==> src/rtl/ad9467_adc_if_pkg.sv <==
// Shared types and constants for the AD9467 ADC interface.
// FSM states, frame lengths, chip-select codes and small helpers.
package ad9467_adc_if_pkg;

    typedef enum logic [1:0] {
        ST_IDLE,
        ST_LOAD,
        ST_SHIFT,
        ST_DONE
    } state_t;

    localparam int CFG_FRAME_LEN    = 24;
    localparam int SAMPLE_FRAME_LEN = 16;
    localparam int FRAME_W          = 24;
    localparam int LEN_W            = 5;

    localparam logic [1:0] CS_NONE = 2'b11;
    localparam logic [1:0] CS_ADC  = 2'b10;
    localparam logic [1:0] CS_SINK = 2'b01;

    // Pin k carries bit 2k+1 on the rising edge and 2k on the falling edge.
    function automatic logic [15:0] ddr_merge(
        input logic [7:0] rise,
        input logic [7:0] fall
    );
        logic [15:0] w;
        w = '0;
        for (int k = 0; k < 8; k++) begin
            w[2*k+1] = rise[k];
            w[2*k]   = fall[k];
        end
        return w;
    endfunction

    // AD9467 write instruction: R/W=0, W1:W0=00 (one byte), address, data.
    function automatic logic [FRAME_W-1:0] cfg_word(
        input logic [12:0] addr,
        input logic [7:0]  data
    );
        return {1'b0, 2'b00, addr, data};
    endfunction

endpackage

==> src/rtl/ad9467_spi_master.sv <==
// Mode-0 SPI shifter and clock generator with parallel load.
// Ports: clk, rst_n (async active-low), load, data (MSB-aligned), len,
// miso in; sclk, mosi, done (1-cycle pulse), rx_data out.
module ad9467_spi_master
    import ad9467_adc_if_pkg::*;
#(
    parameter int SPI_DIV = 4
) (
    input  logic               clk,
    input  logic               rst_n,
    input  logic               load,
    input  logic [FRAME_W-1:0] data,
    input  logic [LEN_W-1:0]   len,
    input  logic               miso,
    output logic               sclk,
    output logic               mosi,
    output logic               done,
    output logic [FRAME_W-1:0] rx_data
);

    localparam logic [7:0] DIV_LAST = 8'(SPI_DIV - 1);

    logic [7:0]         div_cnt;
    logic [FRAME_W-1:0] sr;
    logic [FRAME_W-1:0] rx;
    logic [LEN_W-1:0]   bits_left;
    logic               busy;
    logic               sclk_q;
    logic               done_q;
    logic               tick;

    assign tick = busy && (div_cnt == DIV_LAST);

    always_ff @(posedge clk or negedge rst_n) begin
        if (!rst_n) begin
            div_cnt   <= '0;
            sr        <= '0;
            rx        <= '0;
            bits_left <= '0;
            busy      <= 1'b0;
            sclk_q    <= 1'b0;
            done_q    <= 1'b0;
        end else begin
            done_q <= 1'b0;
            if (load) begin
                sr        <= data;
                bits_left <= len;
                busy      <= (len != '0);
                div_cnt   <= '0;
                sclk_q    <= 1'b0;
            end else if (busy) begin
                if (tick) begin
                    div_cnt <= '0;
                    sclk_q  <= ~sclk_q;
                    if (!sclk_q) begin
                        rx <= {rx[FRAME_W-2:0], miso};
                    end else begin
                        // Falling edge: advance to the next bit.
                        sr        <= {sr[FRAME_W-2:0], 1'b0};
                        bits_left <= bits_left - LEN_W'(1);
                        if (bits_left == LEN_W'(1)) begin
                            busy   <= 1'b0;
                            done_q <= 1'b1;
                        end
                    end
                end else begin
                    div_cnt <= div_cnt + 8'd1;
                end
            end
        end
    end

    assign sclk    = sclk_q;
    assign mosi    = sr[FRAME_W-1];
    assign done    = done_q;
    assign rx_data = rx;

endmodule

==> src/rtl/ad9467_adc_if.sv <==
// AD9467 DDR capture plus SPI config/sample frame sender.
// Ports: adc_clk_in_p, RESET (async low), adc_data_in_p[7:0], triggers,
// spi_miso in; data_reg_check[15:0], spi_clk/mosi/csn[1:0], TX_DV_check
// out. DATA_STORE_OUT_EN adds data_store_reg[15:0].
module ad9467_adc_if
    import ad9467_adc_if_pkg::*;
#(
    parameter int          SPI_DIV  = 4,
    parameter logic [12:0] CFG_ADDR = 13'h014,
    parameter logic [7:0]  CFG_DATA = 8'h00
) (
    input  logic        adc_clk_in_p,
    input  logic        RESET,
    input  logic [7:0]  adc_data_in_p,
    output logic [15:0] data_reg_check,
`ifdef DATA_STORE_OUT_EN
    output logic [15:0] data_store_reg,
`endif
    output logic        spi_clk,
    output logic        spi_mosi,
    input  logic        spi_miso,
    input  logic        spi_send_trigger,
    input  logic        AD9467_spi_trigger,
    output logic        TX_DV_check,
    output logic [1:0]  spi_csn
);

    localparam logic [8:0] HOLD_LAST = 9'(2 * SPI_DIV - 1);

    logic [7:0] rise_q;
    logic [7:0] fall_q;

    always_ff @(posedge adc_clk_in_p or negedge RESET) begin
        if (!RESET) begin
            rise_q         <= '0;
            data_reg_check <= '0;
        end else begin
            rise_q         <= adc_data_in_p;
            data_reg_check <= ddr_merge(rise_q, fall_q);
        end
    end

    always_ff @(negedge adc_clk_in_p or negedge RESET) begin
        if (!RESET) begin
            fall_q <= '0;
        end else begin
            fall_q <= adc_data_in_p;
        end
    end

    // The arm flags stop a trigger held high through reset from firing.
    logic cfg_q;
    logic smp_q;
    logic cfg_arm;
    logic smp_arm;
    logic cfg_edge;
    logic smp_edge;

    always_ff @(posedge adc_clk_in_p or negedge RESET) begin
        if (!RESET) begin
            cfg_q   <= 1'b0;
            smp_q   <= 1'b0;
            cfg_arm <= 1'b0;
            smp_arm <= 1'b0;
        end else begin
            cfg_q   <= AD9467_spi_trigger;
            smp_q   <= spi_send_trigger;
            cfg_arm <= cfg_arm | ~AD9467_spi_trigger;
            smp_arm <= smp_arm | ~spi_send_trigger;
        end
    end

    assign cfg_edge = AD9467_spi_trigger & ~cfg_q & cfg_arm;
    assign smp_edge = spi_send_trigger & ~smp_q & smp_arm;

    state_t             state;
    state_t             state_nx;
    logic               is_cfg;
    logic               is_cfg_nx;
    logic [8:0]         hold_cnt;
    logic               spi_load;
    logic               spi_done;
    logic [FRAME_W-1:0] frame_data;
    logic [LEN_W-1:0]   frame_len;
    logic [FRAME_W-1:0] spi_rx_unused;

    always_ff @(posedge adc_clk_in_p or negedge RESET) begin
        if (!RESET) begin
            state  <= ST_IDLE;
            is_cfg <= 1'b0;
        end else begin
            state  <= state_nx;
            is_cfg <= is_cfg_nx;
        end
    end

    always_ff @(posedge adc_clk_in_p or negedge RESET) begin
        if (!RESET) begin
            hold_cnt <= '0;
        end else if (state == ST_DONE) begin
            hold_cnt <= hold_cnt + 9'd1;
        end else begin
            hold_cnt <= '0;
        end
    end

    always_comb begin
        state_nx    = state;
        is_cfg_nx   = is_cfg;
        spi_load    = 1'b0;
        TX_DV_check = 1'b0;
        spi_csn     = CS_NONE;
        unique case (state)
            ST_IDLE: begin
                // Config wins when both edges land together.
                if (cfg_edge) begin
                    is_cfg_nx = 1'b1;
                    state_nx  = ST_LOAD;
                end else if (smp_edge) begin
                    is_cfg_nx = 1'b0;
                    state_nx  = ST_LOAD;
                end
            end
            ST_LOAD: begin
                TX_DV_check = 1'b1;
                spi_load    = 1'b1;
                state_nx    = ST_SHIFT;
            end
            ST_SHIFT: begin
                spi_csn = is_cfg ? CS_ADC : CS_SINK;
                if (spi_done) begin
                    state_nx = ST_DONE;
                end
            end
            ST_DONE: begin
                if (hold_cnt == HOLD_LAST) begin
                    state_nx = ST_IDLE;
                end
            end
            default: state_nx = ST_IDLE;
        endcase
    end

    assign frame_data = is_cfg ? cfg_word(CFG_ADDR, CFG_DATA)
                               : {data_reg_check, 8'h00};
    assign frame_len  = is_cfg ? LEN_W'(CFG_FRAME_LEN)
                               : LEN_W'(SAMPLE_FRAME_LEN);

`ifdef DATA_STORE_OUT_EN
    always_ff @(posedge adc_clk_in_p or negedge RESET) begin
        if (!RESET) begin
            data_store_reg <= '0;
        end else if (state == ST_LOAD && !is_cfg) begin
            data_store_reg <= data_reg_check;
        end
    end
`endif

    ad9467_spi_master #(
        .SPI_DIV (SPI_DIV)
    ) u_spi (
        .clk     (adc_clk_in_p),
        .rst_n   (RESET),
        .load    (spi_load),
        .data    (frame_data),
        .len     (frame_len),
        .miso    (spi_miso),
        .sclk    (spi_clk),
        .mosi    (spi_mosi),
        .done    (spi_done),
        .rx_data (spi_rx_unused)
    );

endmodule

==> config.mk <==
export PLATFORM = sky130hd
export DESIGN_NAME = ad9467_adc_if
export DESIGN_NICKNAME = d
export VERILOG_FILES = /design/src/rtl/ad9467_adc_if_pkg.sv /design/src/rtl/ad9467_spi_master.sv /design/src/rtl/ad9467_adc_if.sv
export SDC_FILE = /design/constraint.sdc
export NUM_CORES = 1
export LEC_CHECK = 0
export CAP_MARGIN = 20
export CORE_UTILIZATION = 58
export CTS_BUF_LIST = sky130_fd_sc_hd__clkbuf_8
export DETAILED_ROUTE_END_ITERATION = 10
export PLACE_DENSITY = 0.89
export SLEW_MARGIN = 20
export SYNTH_ARGS = -nofsm -noshare
export SYNTH_HDL_FRONTEND = slang
export SYNTH_SLANG_ARGS = --single-unit
export TNS_END_PERCENT = 5
==> constraint.sdc <==
create_clock -name adc_clk_in_p -period 2.1 [get_ports adc_clk_in_p]
set_clock_uncertainty 0.1 [all_clocks]
set_input_delay 0.42 -clock adc_clk_in_p [delete_from_list [all_inputs] [get_ports adc_clk_in_p]]
set_output_delay 0.42 -clock adc_clk_in_p [all_outputs]
set_load 0.05 [all_outputs]
==> flow_summary_export.csv <==
group,metric,value,unit
die,boundaryPins,34,
routing,drtAntennaViolNets,0,
timing,max_freq,485.0,MHz
routing,wl_per_cell,16.39,um
clock_tree,cts-root-to-sink-buffers,2,
clock_tree,postCtsSetupRepairBufs,0,
critical_path,critPathArrivalTime,1.54,ns
cells_and_area,insertedDiodeCount,0,
routing,via_count,2061,
synthesis,synth_fp_nets,264,
critical_path,rr_worst_depth,4,
global_routing,number_of_global_route_vias_before_repair,2038,
die,floorplan_core_area,5107,sq um
outcome,run_status,"complete, no violations",
synthesis,synth_top_flop_cell,"sky130_fd_sc_hd__dfrtp_1",
global_routing,grt_antenna_before_repair,0,
cells_and_area,fillerInstances,311,
synthesis,yosysWarningCount,0,
critical_path,critical_path.reg2reg.startpoint,"hold_cnt[6]$_DFF_PN0_",
clock_tree,clock_insertion_delay_worst_skew,0.36,ns
timing,final.setup.tns,0,ns
global_routing,residual_overflow_from_global_routing,0,
routing,detail_route.wirelength,6033,um
critical_path,critical_path.n_buffers_inverters,1,
place,dp_cells,351,
cells_and_area,layout.cells.most_common,"sky130_fd_sc_hd__dfrtp_1",
timing,final.setup.worst_slack,0.03819,ns
clock_tree,tritoncts_clock_tree,"built",
timing,finalWorstPathRequiredPeriod,2.062,ns
critical_path,cp.required,1.58,ns
hold_path,worst_hold_path_type,"register to register",
power_and_ir_drop,power.leakage,0.001950,uW
hold_path,whs_endpoint,"data_reg_check[13]$_DFF_PN0_",
critical_path,crit_type,"register to primary output",
timing,setup_repair_after_global_routing_missed_its_margin,"false",
hold_path,critical_hold_path_startpoint,"rise_q[6]$_DFF_PN0_",
clock_tree,number_of_h_tree_branching_levels,3,
synthesis,yosys_register_bits,80,
critical_path,worst_path_max_delay_cell,"sky130_fd_sc_hd__clkdlybuf4s50_1",
timing,final_max_slew_viol_count,0,
synthesis,synth_seq_area_share,65.25,%
die,rows,26,
routing,drt_iter0_drc,134,
critical_path,r2r_slack,0.11,ns
synthesis,mappedNetlistArea,3068,sq um
routing,drt-vias-per-instance,5.601,
timing,layout_worst_path_cycle_share,98.18,%
cells_and_area,fin_nets,314,
place,gp_congestion,0.8056,
global_routing,groute.usage.overall,23.52,%
clock_tree,cts.sinks,80,
cells_and_area,final_cells,368,
cells_and_area,area_growth_from_synthesis_to_final_layout,24.88,%
clock_tree,cts.root.buffer_cell,"sky130_fd_sc_hd__clkbuf_8",
critical_path,maximum_net_fanout_on_the_critical_path,2,
hold_path,hold_path_depth,0,
timing,worst_slew_pin_slew,0.5641,ns
die,floorplan.die_area,5585,sq um
cells_and_area,layout-drive-gt1-share,13.76,%
synthesis,post_synth_edffs,0,
timing,report.final.hold_viol_count,0,
critical_path,cell_chain_critical_path,"clkdlybuf4s50_1",
timing,max_slew_margin,62.33,%
critical_path,cp-end-kind,"primary output",
global_routing,grt_max_degree,43,
power_and_ir_drop,irDropWorstVdd,599.5,uV
cells_and_area,most-common-layout-cells,"sky130_fd_sc_hd__dfrtp_1 (72), sky130_fd_sc_hd__nand2_1 (26), sky130_fd_sc_hd__o21ai_0 (19), sky130_fd_sc_hd__nor2_1 (18), sky130_fd_sc_hd__clkdlybuf4s50_1 (17)",
die,initial_core_util,60.07,%
synthesis,synth_area_per_inst,12.63,sq um
critical_path,reg2reg_to,"state[1]$_DFFE_PN0P_",
place,place_hpwl,3944,um
routing,drt_pass1_iterations,5,
critical_path,timing.critical_path.max_delay_family,"buffers and inverters",
clock_tree,clkTransAtPathRegs,0.09,ns
synthesis,synth_async_sr_flop_share,100.0,%
critical_path,critPathLaunchType,"register",
timing,setup-violations-final,0,
job,drv_cap,0,
place,preCtsSetupSlack,-0.1011,ns
critical_path,timing.critical_path.slowest_cell_delay,0.82,ns
synthesis,postSynthCellCount,243,
synthesis,synth_cell_type_count,37,
global_routing,grt_first_pass_wirelength,9321,um
clock_tree,cts_buffers,9,
power_and_ir_drop,pwr_density_cell,766.2,nW/um^2
place,placement.io_buffers,32,
die,die-width,74.73,um
routing,post-route-drc-count,0,
die,chipHeight,74.73,um
layout make-up:
| cell class | instances | area (sq um) | share of cell area [%] |
|---|---|---|---|
| sequential | 80 | 2002 | 52.25 |
| clock buffer | 9 | 123.9 | 3.233 |
| tap | 70 | 87.58 | 2.286 |
| clock inverter | 7 | 86.33 | 2.253 |
| multi-input combinational | 153 | 1046 | 27.30 |
| timing repair buffer | 44 | 466.7 | 12.18 |
| inverter | 5 | 18.77 | 0.4899 |
how the worst max path moves through the flow:
| stage | from | endpoint | slack [ns] | cells past startpoint |
|---|---|---|---|---|
| 2_1_floorplan | state[1]$_DFFE_PN0P_ | u_spi.sr[14]$_DFFE_PN0P_ | 0.19 | 7 |
| 3_3_place_gp | adc_data_in_p[7] | fall_q[7]$_DFF_NN0_ | -0.05 | 1 |
| 3_5_place_dp | adc_data_in_p[1] | fall_q[1]$_DFF_NN0_ | -0.10 | 1 |
| 4_1_cts | data_reg_check[5]$_DFF_PN0_ | data_reg_check[5] | 0.001 | 1 |
| 5_1_grt | data_reg_check[11]$_DFF_PN0_ | data_reg_check[11] | 0.002 | 1 |
| 6_report | data_reg_check[13]$_DFF_PN0_ | data_reg_check[13] | 0.04 | 1 |
worst reg2reg max path: stages, from the launching register on:
cell and delay [ns]:
sky130_fd_sc_hd__dfrtp_1 0.41, sky130_fd_sc_hd__or4_1 0.54, sky130_fd_sc_hd__o41ai_2 0.32, sky130_fd_sc_hd__nand3_1 0.20, sky130_fd_sc_hd__mux2_4 0.32
layer usage:
layer	wire length (um)	track usage [%]	vias up
met4	121	9.015	0
met3	239	9.237	13
met5	0	0	-
met2	3092	38.64	50
met1	2579	28.10	1061
li1	-	-	937
where the power goes:
group | internal, uW | switching, uW
sequential | 1570 | 14.4
combinational | 48.3 | 101
clock | 578 | 620
total | 2200 | 736
registers in the layout, indices dropped and copies added, names as in the netlist, 2 cells and up:
name,count
data_reg_check,16
u_spi.sr,16
hold_cnt,9
fall_q,8
rise_q,8
u_spi.div_cnt,8
u_spi.bits_left,5
state,2
timing repair:
action,in CTS,in global routing
gates resized for setup,0,14
setup endpoints to repair,0,17
endpoints found under the hold margin,14,0
hold buffers,1,0
cell usage after synthesis, types with 3 or more instances:
cell type | n | area share, %
sky130_fd_sc_hd__or3_1 | 5 | 1.0
sky130_fd_sc_hd__ha_1 | 8 | 3.3
sky130_fd_sc_hd__dfrtp_1 | 72 | 59
sky130_fd_sc_hd__o21ai_0 | 19 | 3.1
sky130_fd_sc_hd__a21oi_1 | 4 | 0.65
sky130_fd_sc_hd__clkbuf_1 | 3 | 0.37
sky130_fd_sc_hd__xnor2_1 | 3 | 0.86
sky130_fd_sc_hd__nand3_1 | 6 | 0.98
sky130_fd_sc_hd__nor2_1 | 18 | 2.2
sky130_fd_sc_hd__dfrtn_1 | 8 | 6.5
sky130_fd_sc_hd__xor2_1 | 11 | 3.1
sky130_fd_sc_hd__a21boi_0 | 3 | 0.73
sky130_fd_sc_hd__nand4_1 | 6 | 1.2
sky130_fd_sc_hd__nand2b_1 | 5 | 1.0
sky130_fd_sc_hd__and2_1 | 5 | 1.0
sky130_fd_sc_hd__nand2_1 | 26 | 3.2
sky130_fd_sc_hd__inv_1 | 5 | 0.61
sky130_fd_sc_hd__mux2i_1 | 15 | 4.9
logic make-up (layout without fill, tap and decap cells):
family | count (synthesis) | in the layout | share of synthesized area, %
and+or+nand+nor | 80 | 80 | 13.50
muxes | 16 | 16 | 5.383
AOI/OAI and AO/OA | 35 | 35 | 7.301
DFF | 80 | 80 | 65.25
xor gates and xnor gates | 14 | 14 | 3.997
buffers and inverters | 10 | 65 | 1.305
adders and majority gates | 8 | 8 | 3.263
through the flow:
step | total power, uW | hold WS (ns) | instance area (sq um) | util (%)
6_report | 2935 | 0.2467 | 3831 | 75.01
4_1_cts | 2962 | 0.2546 | 3785 | 74.11
3_5_place_dp | 1769 | 0.2323 | 3565 | 69.79
5_1_grt | 3028 | 0.2643 | 3831 | 75.01
3_3_place_gp | 1763 | 0.2222 | 3565 | 69.79
2_1_floorplan | 1674 | 0.02441 | 3070 | -
(Power assumes the default switching activity.)
